==> config.mk <==
export PLATFORM = sky130hd
export DESIGN_NAME = serial_subtractor
export DESIGN_NICKNAME = d
export VERILOG_FILES = /design/src/rtl/serial_subtractor.sv
export SDC_FILE = /design/constraint.sdc
export NUM_CORES = 1
export LEC_CHECK = 0
export CELL_PAD_IN_SITES_DETAIL_PLACEMENT = 0
export CELL_PAD_IN_SITES_GLOBAL_PLACEMENT = 1
export CORE_MARGIN = 2
export CORE_UTILIZATION = 30
export CTS_BUF_LIST = sky130_fd_sc_hd__clkbuf_4 sky130_fd_sc_hd__clkbuf_8 sky130_fd_sc_hd__clkbuf_16
export DETAILED_ROUTE_END_ITERATION = 8
export PLACE_DENSITY = 0.63
export SLEW_MARGIN = 5
export SYNTH_ARGS = -nofsm -noshare
export SYNTH_HDL_FRONTEND = slang
export SYNTH_SLANG_ARGS = --single-unit
export TNS_END_PERCENT = 50
==> constraint.sdc <==
create_clock -name clk -period 1.5 [get_ports clk]
set_input_delay 0.225 -clock clk [delete_from_list [all_inputs] [get_ports clk]]
set_output_delay 0.225 -clock clk [all_outputs]
set_load 0.02 [all_outputs]
==> src/rtl/serial_subtractor.sv <==
// Bit-serial SIZE-bit subtractor: one full-subtractor cell plus a borrow flop, start/busy/done handshake.
// Define SERIAL_SUB_SIGNED_OVF_EN to report two's-complement overflow instead of the unsigned borrow.
module serial_subtractor #(
   parameter int unsigned SIZE = 8
) (
   input  logic            clk,
   input  logic            rst,
   input  logic            start,
   input  logic [SIZE-1:0] a,
   input  logic [SIZE-1:0] b,
   output logic            busy,
   output logic            done,
   output logic            overflow,
   output logic [SIZE:0]   result
);

   localparam int unsigned CW = $clog2(SIZE);
   localparam logic [CW-1:0] LAST = CW'(SIZE - 1);

   typedef enum logic [1:0] {IDLE, RUN, DONE} state_t;

   state_t          state_q, state_d;
   logic [SIZE-1:0] a_q, a_d, b_q, b_d, diff_q, diff_d;
   logic [CW-1:0]   cnt_q, cnt_d;
   logic            bw_q, bw_d;
   logic [SIZE:0]   result_q, result_d;
   logic            ovf_q, ovf_d;
   logic            busy_q, busy_d, done_q, done_d;
   logic            a0, b0, d_bit, bw_next;

   always_comb begin
      a0      = a_q[0];
      b0      = b_q[0];
      d_bit   = a0 ^ b0 ^ bw_q;
      bw_next = (~a0 & b0) | (~(a0 ^ b0) & bw_q);

      state_d  = state_q;
      a_d      = a_q;
      b_d      = b_q;
      diff_d   = diff_q;
      cnt_d    = cnt_q;
      bw_d     = bw_q;
      result_d = result_q;
      ovf_d    = ovf_q;

      case (state_q)
         IDLE, DONE: begin
            if (start) begin
               a_d     = a;
               b_d     = b;
               bw_d    = 1'b0;
               cnt_d   = '0;
               state_d = RUN;
            end else begin
               state_d = IDLE;
            end
         end
         RUN: begin
            diff_d = {d_bit, diff_q[SIZE-1:1]};
            a_d    = a_q >> 1;
            b_d    = b_q >> 1;
            bw_d   = bw_next;
            cnt_d  = cnt_q + CW'(1);
            if (cnt_q == LAST) begin
               state_d  = DONE;
               result_d = {bw_next, diff_d};
`ifdef SERIAL_SUB_SIGNED_OVF_EN
               // On the last bit a0/b0 are the operand MSBs captured at start.
               ovf_d = (a0 != b0) && (d_bit != a0);
`else
               ovf_d = bw_next;
`endif
            end
         end
         default: state_d = IDLE;
      endcase

      busy_d = (state_d == RUN);
      done_d = (state_d == DONE);
   end

   always_ff @(posedge clk) begin
      if (rst) begin
         state_q  <= IDLE;
         a_q      <= '0;
         b_q      <= '0;
         diff_q   <= '0;
         cnt_q    <= '0;
         bw_q     <= 1'b0;
         result_q <= '0;
         ovf_q    <= 1'b0;
         busy_q   <= 1'b0;
         done_q   <= 1'b0;
      end else begin
         state_q  <= state_d;
         a_q      <= a_d;
         b_q      <= b_d;
         diff_q   <= diff_d;
         cnt_q    <= cnt_d;
         bw_q     <= bw_d;
         result_q <= result_d;
         ovf_q    <= ovf_d;
         busy_q   <= busy_d;
         done_q   <= done_d;
      end
   end

   assign busy     = busy_q;
   assign done     = done_q;
   assign overflow = ovf_q;
   assign result   = result_q;

endmodule

==> flow_metrics.env <==
export IMPL_maxCapViolations=0
export IMPL_cts_max_level=2
export IMPL_drt_total_wl_microns=3470
export IMPL_powerDensity_nw_per_um2=1080
export IMPL_ys_ff_latch=40
export IMPL_hpwl_microns=2320
export IMPL_synth_compound_area_share_pct=15.6
export IMPL_hp_start="result[2]"
export IMPL_dp_cells=268
export IMPL_fmax_mhz=689
export IMPL_rsz0062_at_grt="false"
export IMPL_drc=0
export IMPL_syn_to_final_growth_pct=31.8
export IMPL_synth_simple_area_share_pct=22.7
export IMPL_fp_dieH_microns=76.0
export IMPL_grt_max_degree=41
export IMPL_yosysWarningCount=0
export IMPL_fin_crit_sh_pct=96.8
export IMPL_critPathMaxFanout=2
export IMPL_initialDrtViolationCount=72
export IMPL_crit_buf_inv=1
export IMPL_drt_antenna_violating_nets=0
export IMPL_die_w_microns=76.0
export IMPL_cp_top_family="buffers and inverters"
export IMPL_slowest_delay_ns=0.61
export IMPL_fillers=544
export IMPL_cp_cell_sequence="clkdlybuf4s50_1"
export IMPL_cellLeakagePower_nw=0.773
export IMPL_timing_hold_ws_ns=0.459
export IMPL_multi_input_area_sq_um=642
export IMPL_grt_pass1_vias=1341
export IMPL_grt_overflow=0
export IMPL_r2r_start="cnt_q[0]"
export IMPL_critPathRequiredTime_ns=1.27
export IMPL_cp_data_arrival_time_ns=1.23
export IMPL_num_rows=26
export IMPL_clkTransAtPathRegs_ns=0.07
export IMPL_insertion_delay_ns=0.28
export IMPL_synth_async_reset_ratio_pct=0
export IMPL_synthCells=175
export IMPL_final_common_cell="dfxtp_1"
export IMPL_synth_edf_count=0
export IMPL_fin_cells=277
export IMPL_insertedDiodeCount=0
export IMPL_drive_gt1_share_pct=10.1
export IMPL_worst_slew_pin_transition_ns=0.370
export IMPL_slew_headroom_pct=75.3
export IMPL_ctsHoldBuffers=0
export IMPL_cts_tree="done"
export IMPL_die_area_sq_um=5780
export IMPL_min_period_ns=1.45
export IMPL_synthMuxAreaShare_pct=0
export IMPL_dp_slack_ns=0.0829
export IMPL_track_usage_pct=12.9
export IMPL_vias=1320
export IMPL_hold_path_class="flip-flop to flip-flop"
export IMPL_io_buffer_count=30
export IMPL_drv_slew=0
export IMPL_setup_slack_ns=0.0480
export IMPL_setup_tns_ns=0
export IMPL_ir_drop_v=0.000314
export IMPL_wl_per_cell_microns=12.5
export IMPL_num_io_pins=31
export IMPL_seq_area_frac_synth_pct=51.4
export IMPL_placed_area_sq_um=1940
export IMPL_cts_sinks=40
export IMPL_drt_vias_per_instance=4.77
export IMPL_initial_core_util_pct=30.9
export IMPL_hold_violations=0
export IMPL_setup_viol=0
export IMPL_clockBufferDepth=2
export IMPL_critPathLaunch="result[0]"
export IMPL_outcome="completed"
export IMPL_synthFlopType="dfxtp_1"
export IMPL_routabilityCongestion=0.762
export IMPL_synth_adder_area_share_pct=2.89
export IMPL_yosysUniqueCellTypes=21
export IMPL_final_cell_mix="dfxtp_1 (40), nor3_1 (26), clkdlybuf4s50_1 (26), nand2_1 (25), a21oi_1 (21)"
export IMPL_syn_nets=197
export IMPL_fin_worst_skew_ns=0.00341
export IMPL_yosys_area_top_type="dfxtp_1"
export IMPL_synth_avg_cell_area_sq_um=8.89
export IMPL_synth_area_leaders="dfxtp_1 (51%), nor3_1 (8.4%), a21oi_1 (6.8%)"
export IMPL_cp_start_kind="flip-flop"
export IMPL_grt_pass1_wl_microns=6050
export IMPL_crit_type="flip-flop to output port"
export IMPL_drt_first_pass_iters=4
export IMPL_synth_top_area_share_pct=51.4
export IMPL_cts_inserted_buffers=5
export IMPL_finish_instance_area_sq_um=2050
export IMPL_synth_xor_area_share_pct=0
export IMPL_core_sq_um=5040
export IMPL_regArea_sq_um=801
export IMPL_antenna_found_initial=0
export IMPL_final_nets=228
export IMPL_cp_slowest_cell="clkdlybuf4s50_1"
export IMPL_root_buffer="clkbuf_8"
export IMPL_critPathCaptureType="output port"
export IMPL_synth_top_family_by_area="simple AND/OR/NAND/NOR gates"
export IMPL_netlist_area_sq_um=1560
==> path summary, 6_finish.rpt <==
check / endpoint / slack [ns] / cells past startpoint
min reg2reg: result[2] / 0.46 / 2
min: result[2] / 0.46 / 2
max reg2reg: result[3] / 0.18 / 6
max: result[0] / 0.05 / 1
==> cell type report <==
class	instances	share of cell area, %
Multi-Input combinational cell	118	31.3
Sequential cell	40	39.0
Tap cell	70	4.27
Clock buffer	8	4.76
Timing Repair Buffer	40	20.4
Inverter	1	0.183
==> state kept, by name, summed over array words and instances (netlist names) <==
register / flops
a_q: 8
b_q: 8
busy: 1
bw_q: 1
cnt_q: 3
diff_q: 7
done: 1
result: 9
state_q: 2
==> worst reg2reg max path: stages, from the launching register on <==
cell and delay (ns):
dfxtp_1 0.32, ha_1 0.20, ha_1 0.24, nand3b_1 0.11, buf_4 0.17, nand2_1 0.07, a21oi_1 0.15
==> metal layers <==
metal | share of wire, % | wire [microns] | vias up | global-route usage, %
met5 | 0 | 0 | - | 0
met4 | 1.6 | 57 | 0 | 6.00
met3 | 4.0 | 140 | 5 | 4.15
met2 | 45 | 1560 | 18 | 20.1
met1 | 49 | 1720 | 619 | 16.4
li1 | - | - | 678 | -
==> report_power, final <==
group	total, mW	internal [mW]	leakage [nW]	switching (mW)
Clock	0.756	0.411	0.0523	0.345
Combinational	0.309	0.153	0.394	0.156
Sequential	1.15	1.12	0.327	0.0306
==> per-stage QoR <==
step	total power, mW	util [%]
4_1_cts	2.25	40.4
3_5_place_dp	1.48	38.5
5_1_grt	2.33	40.7
2_1_floorplan	1.37	-
3_3_place_gp	1.48	38.5
6_report	2.21	40.7
==> cell families after synthesis <==
| kind of cell | Yosys count |
|---|---|
| flops | 40 |
| compound gates | 39 |
| buf+inv | 17 |
| fa+ha+maj | 3 |
| simple gates | 76 |
==> synthesized netlist by cell type, drive strengths merged, types with 2 or more instances <==
master,count
nand2b,3
clkbuf,4
nor3,26
nand3,14
a21oi,21
nand2,25
nor2,5
dfxtp,40
ha,2
o22ai,14
buf,12
a311oi,2
and2b,2
==> what timing repair did <==
item,CTS,global route
gates resized for setup,1,3
pin swaps,0,1
hold endpoints to repair,0,0
gates cloned,0,0
endpoints found under the setup margin,1,11
buffers inserted,0,1
(Power assumes the default switching activity.)
